===== src/rtl/knn_pkg.sv =====
// knn_pkg -- shared definitions for the kNN classification controller.
//   knn_state_e : controller FSM state encoding
//   KNN_*_DEF   : default values for the L / K / W / T parameters
//   knn_clog2() : index-width helper, never returns less than 1 bit
package knn_pkg;

  localparam int unsigned KNN_L_DEF = 15;  // training samples
  localparam int unsigned KNN_K_DEF = 7;   // neighbours voted
  localparam int unsigned KNN_W_DEF = 32;  // data / type word width
  localparam int unsigned KNN_T_DEF = 4;   // valid class types

  typedef enum logic [3:0] {
    ST_IDLE,
    ST_READ,
    ST_CALC_GO,
    ST_CALC_WAIT,
    ST_SORT_GO,
    ST_SORT_WAIT,
    ST_VOTE,
    ST_RESOLVE,
    ST_WRITE,
    ST_DONE
  } knn_state_e;

  // ceil(log2(v)), floored at 1 so that a depth of 1 still gets a real
  // one-bit index instead of a zero-width vector.
  function automatic int unsigned knn_clog2(input int unsigned v);
    int unsigned r;
    r = 0;
    while ((64'd1 << r) < 64'(v)) r++;
    return (r == 0) ? 1 : r;
  endfunction

endpackage


===== src/rtl/knn_vote.sv =====
// knn_vote -- per-type vote counters and argmax for the kNN controller.
//   clk, rst      : clock, synchronous active-low reset
//   clr_i         : clear all counters (pulsed on the edge into VOTE)
//   en_i          : count vote_type_i this cycle (high throughout VOTE)
//   vote_type_i   : type of the current sorted neighbour
//   winner_o      : type with the highest count, lowest type on ties,
//                   0 when every count is 0 (combinational)
module knn_vote
  import knn_pkg::*;
#(
  parameter int unsigned K = KNN_K_DEF,
  parameter int unsigned W = KNN_W_DEF,
  parameter int unsigned T = KNN_T_DEF
) (
  input  logic         clk,
  input  logic         rst,
  input  logic         clr_i,
  input  logic         en_i,
  input  logic [W-1:0] vote_type_i,
  output logic [W-1:0] winner_o
);

  // A count can reach K at most, so K+1 values never overflow.
  localparam int unsigned CW = knn_clog2(K + 1);
  localparam int unsigned TW = knn_clog2(T);

  logic [CW-1:0] cnt_q [T];
  logic          hit;

  // Out-of-range types (>= T) simply do not vote.
  assign hit = en_i && (vote_type_i < W'(T));

  for (genvar t = 0; t < T; t++) begin : g_cnt
    always_ff @(posedge clk) begin
      if (!rst) begin
        cnt_q[t] <= '0;
      end else if (clr_i) begin
        cnt_q[t] <= '0;
      end else if (hit && (vote_type_i == W'(t))) begin
        cnt_q[t] <= cnt_q[t] + CW'(1);
      end
    end
  end

  // Strict '>' while scanning upwards keeps the lowest type on a tie and
  // leaves type 0 as the answer when nothing was counted.
  logic [TW-1:0] best_idx;
  logic [CW-1:0] best_cnt;

  always_comb begin
    best_idx = '0;
    best_cnt = cnt_q[0];
    for (int t = 1; t < T; t++) begin
      if (cnt_q[t] > best_cnt) begin
        best_cnt = cnt_q[t];
        best_idx = TW'(t);
      end
    end
  end

  assign winner_o = W'(best_idx);

endmodule


===== src/rtl/knn_controller.sv =====
// knn_controller -- sequences a k-nearest-neighbour classification job:
// fetch each of L training samples, run the distance calculator on it,
// sort the distances, vote over the K nearest types and write the class.
//   clk, rst                 : clock, synchronous active-low reset
//   start / busy / done      : job request, active status, 1-cycle complete
//   read, read_done, rd_idx  : training-sample fetch handshake and index
//   calc_start / calc_done   : distance calculator handshake
//   sort_start / sort_done   : distance sorter handshake
//   vote_idx / vote_type     : lookup into the sorted type array
//   class_out, write, write_done : result and its write-back handshake
// Build option: KNN_VOTE_EN enables the VOTE/RESOLVE phases (knn_vote);
// without it the sorter completion goes straight to WRITE and class_out
// and vote_idx are tied to 0.
module knn_controller
  import knn_pkg::*;
#(
  parameter int unsigned L = KNN_L_DEF,
  parameter int unsigned K = KNN_K_DEF,
  parameter int unsigned W = KNN_W_DEF,
  parameter int unsigned T = KNN_T_DEF
) (
  input  logic                     clk,
  input  logic                     rst,
  input  logic                     start,
  output logic                     busy,
  output logic                     done,
  output logic                     read,
  input  logic                     read_done,
  output logic [knn_clog2(L)-1:0]  rd_idx,
  output logic                     calc_start,
  input  logic                     calc_done,
  output logic                     sort_start,
  input  logic                     sort_done,
  output logic [knn_clog2(K)-1:0]  vote_idx,
  input  logic [W-1:0]             vote_type,
  output logic [W-1:0]             class_out,
  output logic                     write,
  input  logic                     write_done
);

  localparam int unsigned RW = knn_clog2(L);
  localparam int unsigned VW = knn_clog2(K);

  knn_state_e    state_q, state_d;
  logic [RW-1:0] rd_idx_q, rd_idx_d;
  logic          last_smp;

  assign last_smp = (rd_idx_q == RW'(L - 1));

  // ---------------------------------------------------------------- state
  always_ff @(posedge clk) begin
    if (!rst) begin
      state_q  <= ST_IDLE;
      rd_idx_q <= '0;
    end else begin
      state_q  <= state_d;
      rd_idx_q <= rd_idx_d;
    end
  end

`ifdef KNN_VOTE_EN
  logic [VW-1:0] vote_idx_q, vote_idx_d;
  logic [W-1:0]  class_q, class_d;
  logic [W-1:0]  winner;
  logic          last_vote;

  assign last_vote = (vote_idx_q == VW'(K - 1));
`endif

  // ----------------------------------------------------------- next state
  always_comb begin
    state_d  = state_q;
    rd_idx_d = rd_idx_q;
    unique case (state_q)
      ST_IDLE: begin
        if (start) begin
          state_d  = ST_READ;
          rd_idx_d = '0;
        end
      end
      ST_READ:      if (read_done) state_d = ST_CALC_GO;
      ST_CALC_GO:   state_d = ST_CALC_WAIT;
      ST_CALC_WAIT: begin
        if (calc_done) begin
          if (last_smp) begin
            state_d = ST_SORT_GO;
          end else begin
            state_d  = ST_READ;
            rd_idx_d = rd_idx_q + RW'(1);
          end
        end
      end
      ST_SORT_GO:   state_d = ST_SORT_WAIT;
`ifdef KNN_VOTE_EN
      ST_SORT_WAIT: if (sort_done) state_d = ST_VOTE;
      ST_VOTE:      if (last_vote) state_d = ST_RESOLVE;
      ST_RESOLVE:   state_d = ST_WRITE;
`else
      ST_SORT_WAIT: if (sort_done) state_d = ST_WRITE;
`endif
      ST_WRITE:     if (write_done) state_d = ST_DONE;
      ST_DONE:      state_d = ST_IDLE;
      default:      state_d = ST_IDLE;
    endcase
  end

  // -------------------------------------------------------------- outputs
  always_comb begin
    busy       = (state_q != ST_IDLE);
    read       = 1'b0;
    calc_start = 1'b0;
    sort_start = 1'b0;
    write      = 1'b0;
    done       = 1'b0;
    unique case (state_q)
      ST_READ:    read       = 1'b1;
      ST_CALC_GO: calc_start = 1'b1;
      ST_SORT_GO: sort_start = 1'b1;
      ST_WRITE:   write      = 1'b1;
      ST_DONE:    done       = 1'b1;
      default:    ;
    endcase
  end

  assign rd_idx = rd_idx_q;

`ifdef KNN_VOTE_EN
  // ----------------------------------------------------------------- vote
  logic vote_clr, vote_en;

  // Clearing on the entry edge means the first VOTE cycle already sees
  // zeroed counters and can count straight away.
  assign vote_clr = (state_q == ST_SORT_WAIT) && sort_done;
  assign vote_en  = (state_q == ST_VOTE);

  always_comb begin
    vote_idx_d = vote_idx_q;
    if (vote_clr)     vote_idx_d = '0;
    else if (vote_en) vote_idx_d = last_vote ? '0 : vote_idx_q + VW'(1);
  end

  // class_out only changes in RESOLVE and holds across later jobs' phases.
  assign class_d = (state_q == ST_RESOLVE) ? winner : class_q;

  always_ff @(posedge clk) begin
    if (!rst) begin
      vote_idx_q <= '0;
      class_q    <= '0;
    end else begin
      vote_idx_q <= vote_idx_d;
      class_q    <= class_d;
    end
  end

  knn_vote #(.K(K), .W(W), .T(T)) u_vote (
    .clk         (clk),
    .rst         (rst),
    .clr_i       (vote_clr),
    .en_i        (vote_en),
    .vote_type_i (vote_type),
    .winner_o    (winner)
  );

  assign vote_idx  = vote_idx_q;
  assign class_out = class_q;
`else
  logic unused_vote_type;

  assign unused_vote_type = ^vote_type;
  assign vote_idx         = '0;
  assign class_out        = '0;
`endif

endmodule


===== config.mk =====
export PLATFORM = sky130hd
export DESIGN_NAME = knn_controller
export DESIGN_NICKNAME = d
export VERILOG_FILES = /design/src/rtl/knn_pkg.sv /design/src/rtl/knn_vote.sv /design/src/rtl/knn_controller.sv
export SDC_FILE = /design/constraint.sdc
export NUM_CORES = 1
export LEC_CHECK = 0
export ABC_AREA = 1
export CAP_MARGIN = 30
export CORE_MARGIN = 10
export CORE_UTILIZATION = 45
export DETAILED_ROUTE_END_ITERATION = 7
export DONT_BUFFER_PORTS = 1
export MAX_ROUTING_LAYER = met4
export RECOVER_POWER = 25
export SYNTH_ARGS = -nofsm -noshare
export SYNTH_HDL_FRONTEND = slang
export SYNTH_SLANG_ARGS = --single-unit
export TNS_END_PERCENT = 50

===== constraint.sdc =====
create_clock -name clk -period 1.5 [get_ports clk]
set_input_delay 0.075 -clock clk [delete_from_list [all_inputs] [get_ports clk]]
set_output_delay 0.075 -clock clk [all_outputs]
set_load 0.1 [all_outputs]

-- Yosys cells after proc, flatten, opt, wreduce, memory -nomap -nowiden
Cells that the tools add are included.
- output and inout port bits: 45
- input port bits: 39
- register bits after elaboration: 8
- add/subtract/negate cells: 1
- multiplexer cells: 16
- reduce and logical (&&, ||, !) cells: 5
- equality and inequality tests: 14
- operators with widths (cell ; number):
    $mux 4 ; 8
    $pmux 4 s7 ; 1
    $eq 4x4->1 const B ; 3
    $ne 2x2->1 const B ; 6
    $eq 4x2->1 const B ; 2
    $eq 4x3->1 const B ; 2
    $pmux 4 s2 ; 1
    $mux 1 ; 5
    $reduce_and 5->1 ; 1
    $add 4x1->4 const B ; 1
    $eq 4x1->1 const B ; 1
    $logic_not 4->1 ; 1
    $reduce_and 4->1 ; 1
    $reduce_bool 4->1 ; 1
    $mux 3 ; 1
    $reduce_bool 2->1 ; 1

-- Logic depth before layout (Yosys ltp)
Gate-level depths: netlist (run 1).
- word-level depth: 4
- depth in mapped cells: 8
- mapped depth without buffers: 8

-- Least setup slack after synthesis (run 1)
OpenSTA, ideal clock, no wires.
- kind: reg-to-reg
- start: reg state_q[3]
- end: reg state_q[0]
- required time: 1.436 ns
- stages on the path, launching flop included: 7
- arrival: 2.968 ns
- slack: -1.532 ns
- path buffers: 0
- period minus slack after synthesis: 3.032 ns
- cells stage by stage: dfxtp_1 -> inv_1 -> nand2_1 -> nor3_1 -> nand3b_1 -> nor2_1 -> nor2_1
- word-level cells in the longest chain between the ends: 3
- ends and longest elaborated chain (item ; RTL line ; text):
    start: declaration ; knn_controller.sv:44 ; knn_state_e state_q, state_d;
    start signal: assignment ; knn_controller.sv:56 ; state_q <= state_d;
    $eq 4x4->1, or another cell as far along ; knn_controller.sv:74 ; unique case (state_q)
    $ne 2x2->1 (no line) ; -- ;
    $reduce_and 5->1 (no line) ; -- ;
Parallel ways exist; a longest one is shown, timed or not.
A chain may end at the register's enable or synchronous reset.

-- Final worst setup path (run 1)
- start: reg state_q[0]
- end: out done
- word-level cells in the longest chain between the ends: 2
- ends and longest elaborated chain (item ; RTL line ; text):
    $eq 4x4->1 ; knn_controller.sv:115 ; unique case (state_q)
    $mux 1 ; knn_controller.sv:115 ;
    end: declaration ; knn_controller.sv:26 ; output logic done,
No other way between the ends.

==> flow_metrics.py, run 1 <==
metrics = {
    "grt": {
        "grt_antenna_before_repair": 0,
        "grt_pass1_vias": 710,
        "grt_usage": 0.09777,
        "overflow": 0,
        "grt_max_degree": 8,
        "grt_pass1_wl_um": 3263,
    },
    "detailed_routing": {
        "route.detailed.drc": 0,
        "drtIter0Drc": 8,
        "first_pass_iters": 2,
        "ant_nets": 0,
        "vias_per_cell": 4.151,
        "drt_wl_total_um": 1972,
        "vias": 714,
        "post_drt_wl_per_cell_um": 11.47,
    },
    "critical_path": {
        "crit_path_cell_trace": "inv_1 -> nor2_2 -> inv_2 -> nor3_4 -> buf_12",
        "worstSetupPathType": "register to output port",
        "required_ns": 1.42,
        "crit_path_start_kind": "register",
        "crit_path_max_incr_delay_ns": 0.38,
        "crit_path_max_fanout": 5,
        "r2r_slack_ns": 0.21,
        "crit_arrival_ns": 1.33,
        "path_buf_inv": 3,
        "crit_family": "flip-flops",
        "end_kind": "output port",
        "cp_slowest_cell": "dfxtp_4",
    },
    "die": {
        "num_rows": 15,
        "initial_core_util": 0.4824,
        "die_h_um": 63.26,
        "top_level_ports": 84,
        "die_w_um": 63.26,
        "core_area_um2": 1745,
        "die-area_um2": 4001,
    },
    "clock_network": {
        "post_cts_buffers": 0,
        "clockBufferDepth": 2,
        "cts.clk_slew.worst_paths_ns": 0.06,
        "cts_tree": "done",
        "cts.sinks": 8,
        "htree_levels": 1,
        "clk_latency_ns": 0.26,
        "root_buffer": "clkbuf_4",
        "cts_buffers": 3,
    },
    "cells_and_area": {
        "fin_util": 0.5427,
        "insertedDiodeCount": 0,
        "seq_area_um2": 178.9,
        "fin_nets": 189,
        "area_growth_pct": 12.48,
        "final_area_um2": 947.2,
        "nFillCells": 196,
        "multi_input_area_um2": 533.0,
        "drive_gt1_frac": 0.2517,
    },
    "timing": {
        "hold_ws_ns": 0.03956,
        "slew_violations": 0,
        "final-setup-viol-count": 0,
        "worstMarginPinSlew_ns": 0.5449,
        "finClkSkew_ns": 0.007533,
        "hold_violations": 0,
        "rsz0062_at_grt": "false",
        "period_minus_slack_ns": 1.405,
        "finalCritPeriodShare": 0.9367,
        "fmax_mhz": 711.8,
        "relSlewSlack": 0.6383,
    },
    "placed_design": {
        "portBuffers": 0,
        "routabilityCongestion": 0.8102,
        "dpl.hpwl_um": 1687,
        "dpl_cell_area_um2": 908.4,
    },
    "yosys": {
        "synth_edf_count": 0,
        "yosysTopAreaCellShare": 0.3120,
        "avgSynthCellArea_um2": 6.379,
        "synthArstFlopShare": 0,
        "syn_area_um2": 842.1,
        "yosysSeqAreaShare": 0.1902,
        "ys_ff_latch": 8,
        "synth.most_common_cell": "buf_4",
        "yosysWarnings": 0,
        "synth_area_leaders": "buf_4 31%, dfxtp_1 19%, nand2_1 8.5%",
        "synth_cells": 132,
        "yosys_most_used_dff": "dfxtp_1",
        "synthTopCellsByCount": "35 x buf_4, 19 x nand2_1, 16 x inv_1",
        "yosysUniqueCellTypes": 18,
        "synth_largest_area_cell": "buf_4",
    },
    "power": {
        "total_power_mw": 2.114,
        "ir_drop_mv": 1.210,
        "power.leakage_nw": 0.4979,
        "power_density_nw_per_um2": 2232,
    },
    "outcome": {
        "outcome": "finished clean",
    },
    "hold_path": {
        "hold_class": "input pin to register",
    },
    "run": {
        "max-cap-violations": 0,
    },
}
==> registers in the layout, indices dropped and copies added (netlist names) <==
| name | cells |
|---|---|
| rd_idx | 4 |
| state_q | 4 |
==> timing repair <==
item	in CTS	in global routing
setup endpoints to repair	3	4
hold endpoints to repair	3	0
gates resized for setup	2	3
hold buffers	1	0
==> final timing paths <==
kind | start | end | cells after the start
min | rst | rd_idx[1]$_SDFFE_PN0P_ | 2
max | state_q[0]$_SDFFE_PN0P_ | done | 5
min reg2reg | rd_idx[3]$_SDFFE_PN0P_ | rd_idx[3]$_SDFFE_PN0P_ | 2
max reg2reg | rd_idx[0]$_SDFFE_PN0P_ | rd_idx[0]$_SDFFE_PN0P_ | 8
==> placed cells by master (no fill, tap or decap) <==
cell / n
nor3_4: 2
buf_4: 4
nand4_1: 1
o21bai_1: 1
buf_12: 2
nand2_1: 17
a21oi_1: 6
nor2_4: 2
inv_2: 3
nand2_4: 2
clkbuf_2: 4
inv_1: 13
nor2_2: 3
dfxtp_2: 3
ha_1: 2
o21ai_0: 2
dfxtp_4: 4
nand3b_1: 3
buf_6: 1
clkbuf_4: 3
nand3_1: 12
dfxtp_1: 1
dlygate4sd3_1: 1
clkbuf_1: 1
conb_1: 35
inv_4: 1
xnor2_1: 1
nor2_1: 14
nand2_2: 3
==> area by class of cell <==
cell class | instances | share of cell area
Clock buffer | 4 | 0.02774
Inverter | 17 | 0.07001
Multi-Input combinational cell | 106 | 0.5627
Sequential cell | 8 | 0.1889
Tap cell | 25 | 0.03303
Timing Repair Buffer | 12 | 0.1176
==> logic make-up after synthesis <==
logic type               synth area share
flip-flops                         0.1902
AO/OA/AOI/OAI                     0.05647
XOR/XNOR                          0.01040
AND/OR/NAND/NOR                    0.3210
other                            0.004453
adder cells (fa/ha/maj)           0.02971
buffers and inverters              0.3878
==> metrics by stage <==
step	setup WS (ns)	instances	TNS (ns)
2_1_floorplan	-0.1544	166	-0.5067
4_1_cts	0.03034	172	0
3_5_place_dp	0.2037	167	0
3_3_place_gp	0.2073	167	0
6_report	0.09502	172	0
5_1_grt	0.01953	172	0
==> worst reg2reg max path, stage by stage (launching register included) <==
cell and delay [ns]:
dfxtp_4 0.38, inv_1 0.05, ha_1 0.18, nand3_1 0.09
nand3_1 0.09, nand2_1 0.17, nand2_2 0.10, nand2_1 0.06
a21oi_1 0.05
==> where the power goes <==
part / internal [mW] / switching [mW]
clock network: 0.102 / 0.0823
registers: 0.265 / 0.0714
logic: 0.315 / 1.28
==> metal layers <==
layer | vias to the layer above | track usage | share of wire
met5 | - | - | 0
met4 | 0 | 0.01639 | 0
met3 | 0 | 0.04064 | 0.068
met2 | 20 | 0.1777 | 0.54
met1 | 324 | 0.09693 | 0.39
li1 | 370 | - | -
(Power assumes the default switching activity.)
==> inputs of run 2 (changes only) <==
CORE_UTILIZATION = 60   (was 45)
PLACE_DENSITY = 0.76   (was default)
==> flow_metrics.py, run 2 (synthesized netlist as in run 1, its figures left out) <==
metrics = {
    "cells_and_area": {
        "fin_nets": 189,
        "final_area_um2": 949.7,
        "area_growth_pct": 12.78,
        "final_common_cell": "conb_1",
        "insertedDiodeCount": 0,
        "layout_common_cells": "35 x conb_1, 17 x nand2_1, 14 x nor2_1",
        "drive_gt1_frac": 0.2517,
        "instances_no_fill": 162,
    },
    "die": {
        "die_h_um": 57.46,
        "initial_core_util": 0.6391,
        "top_level_ports": 84,
        "core_area_um2": 1318,
        "num_rows": 13,
        "die-area_um2": 3302,
        "die_w_um": 57.46,
    },
    "clock_network": {
        "post_cts_buffers": 0,
        "cts.sinks": 8,
        "cts_tree": "done",
        "htree_levels": 1,
        "clk_latency_ns": 0.26,
        "root_buffer": "clkbuf_4",
        "clockBufferDepth": 2,
        "cts.clk_slew.worst_paths_ns": 0.06,
        "cts_buffers": 3,
    },
    "critical_path": {
        "required_ns": 1.42,
        "crit_path_max_incr_delay_ns": 0.39,
        "worstSetupPathType": "register to output port",
        "crit_arrival_ns": 1.33,
        "crit_path_max_fanout": 5,
        "crit_path_cell_trace": "nor2_4 -> buf_4 -> nand2_1 -> inv_1 -> buf_12",
        "end_kind": "output port",
        "crit_path_start_kind": "register",
        "cp_slowest_cell": "dfxtp_1",
    },
    "detailed_routing": {
        "drt_wl_total_um": 2001,
        "met2_length_um": 1198,
        "first_pass_iters": 4,
        "wl_met3_um": 188,
        "route.detailed.drc": 0,
        "vias": 741,
        "ant_nets": 0,
        "post_drt_wl_per_cell_um": 12.35,
        "wl_met1_um": 597,
        "top_layer": "met4",
        "drtIter0Drc": 9,
        "vias_per_cell": 4.574,
    },
    "hold_path": {
        "hold_class": "input pin to register",
    },
    "placed_design": {
        "dp.cells": 157,
        "dpl.hpwl_um": 1748,
        "portBuffers": 0,
        "dpl_cell_area_um2": 895.9,
        "routabilityCongestion": 0.8316,
    },
    "grt": {
        "grt_usage": 0.1245,
        "grt_max_degree": 7,
        "grt_pass1_wl_um": 3249,
        "overflow": 0,
        "grt_pass1_vias": 691,
        "grt_antenna_before_repair": 0,
    },
    "run": {
        "max-cap-violations": 0,
    },
    "timing": {
        "relSlewSlack": 0.6390,
        "slew_violations": 0,
        "finalCritPeriodShare": 0.9358,
        "final-setup-viol-count": 0,
        "fmax_mhz": 712.4,
        "worstMarginPinSlew_ns": 0.5439,
        "finClkSkew_ns": 0.008236,
        "rsz0062_at_grt": "false",
        "period_minus_slack_ns": 1.404,
        "hold_violations": 0,
    },
    "power": {
        "power_density_nw_per_um2": 2266,
        "ir_drop_mv": 1.459,
        "power.leakage_nw": 0.5014,
    },
    "outcome": {
        "outcome": "finished clean",
    },
}
run 2: final timing paths:
path | slack, ns | to | startpoint | cells after the start
worst min register to register | 0.49 | rd_idx[3]$_SDFFE_PN0P_ | rd_idx[3]$_SDFFE_PN0P_ | 2
worst max register to register | 0.19 | rd_idx[0]$_SDFFE_PN0P_ | state_q[2]$_SDFFE_PN0P_ | 7
worst max-delay path | 0.1 | sort_start | state_q[1]$_SDFFE_PN0P_ | 5
worst min-delay path | 0.04 | rd_idx[3]$_SDFFE_PN0P_ | rst | 2
run 2: repair_timing:
action,in CTS,in global routing
pin swaps,0,0
endpoints found under the hold margin,3,0
gates resized for setup,2,6
endpoints found under the setup margin,3,4
hold buffers,1,0
run 2: final cells by class:
| class | instances | area, µm² |
|---|---|---|
| multi-input cells | 106 | 538.0 |
| fillers | 127 | 367.9 |
| flip-flops and latches | 8 | 178.9 |
| repair buffers | 12 | 121.4 |
| inverters | 17 | 66.31 |
| clock buffers | 4 | 26.28 |
| well taps | 15 | 18.77 |
run 2: critical path: cells and delay by family (launching register included):
kind / cells / cell delay [ns]
buf+inv: 3 / 0.43
simple gates: 2 / 0.25
flops: 1 / 0.39
run 2: where the power goes:
group / total, mW / internal (mW) / leakage (nW) / switching, mW
Combinational: 1.63 / 0.333 / 0.417 / 1.29
Clock: 0.188 / 0.102 / 0.0150 / 0.0854
Sequential: 0.337 / 0.265 / 0.0695 / 0.0724
Total: 2.15 / 0.701 / 0.501 / 1.45
run 2: stage by stage:
step,power [mW],util,setup TNS (ns),hold slack (ns),setup WS (ns)
floorplan,1.740,-,-0.5067,0.1858,-0.1544
finish,2.152,0.7208,0,0.03797,0.09633
CTS,2.121,0.7113,0,0.02950,0.002440
global placement,1.884,0.6800,0,0.1874,0.2265
global route,2.295,0.7208,0,0.04476,0.007858
detailed placement,1.915,0.6800,0,0.1966,0.1853
run 2: metal layers:
metal	up-vias	GRT usage
met5	-	-
met4	0	0.02013
met3	2	0.07080
met2	31	0.2331
met1	336	0.1055
li1	372	-
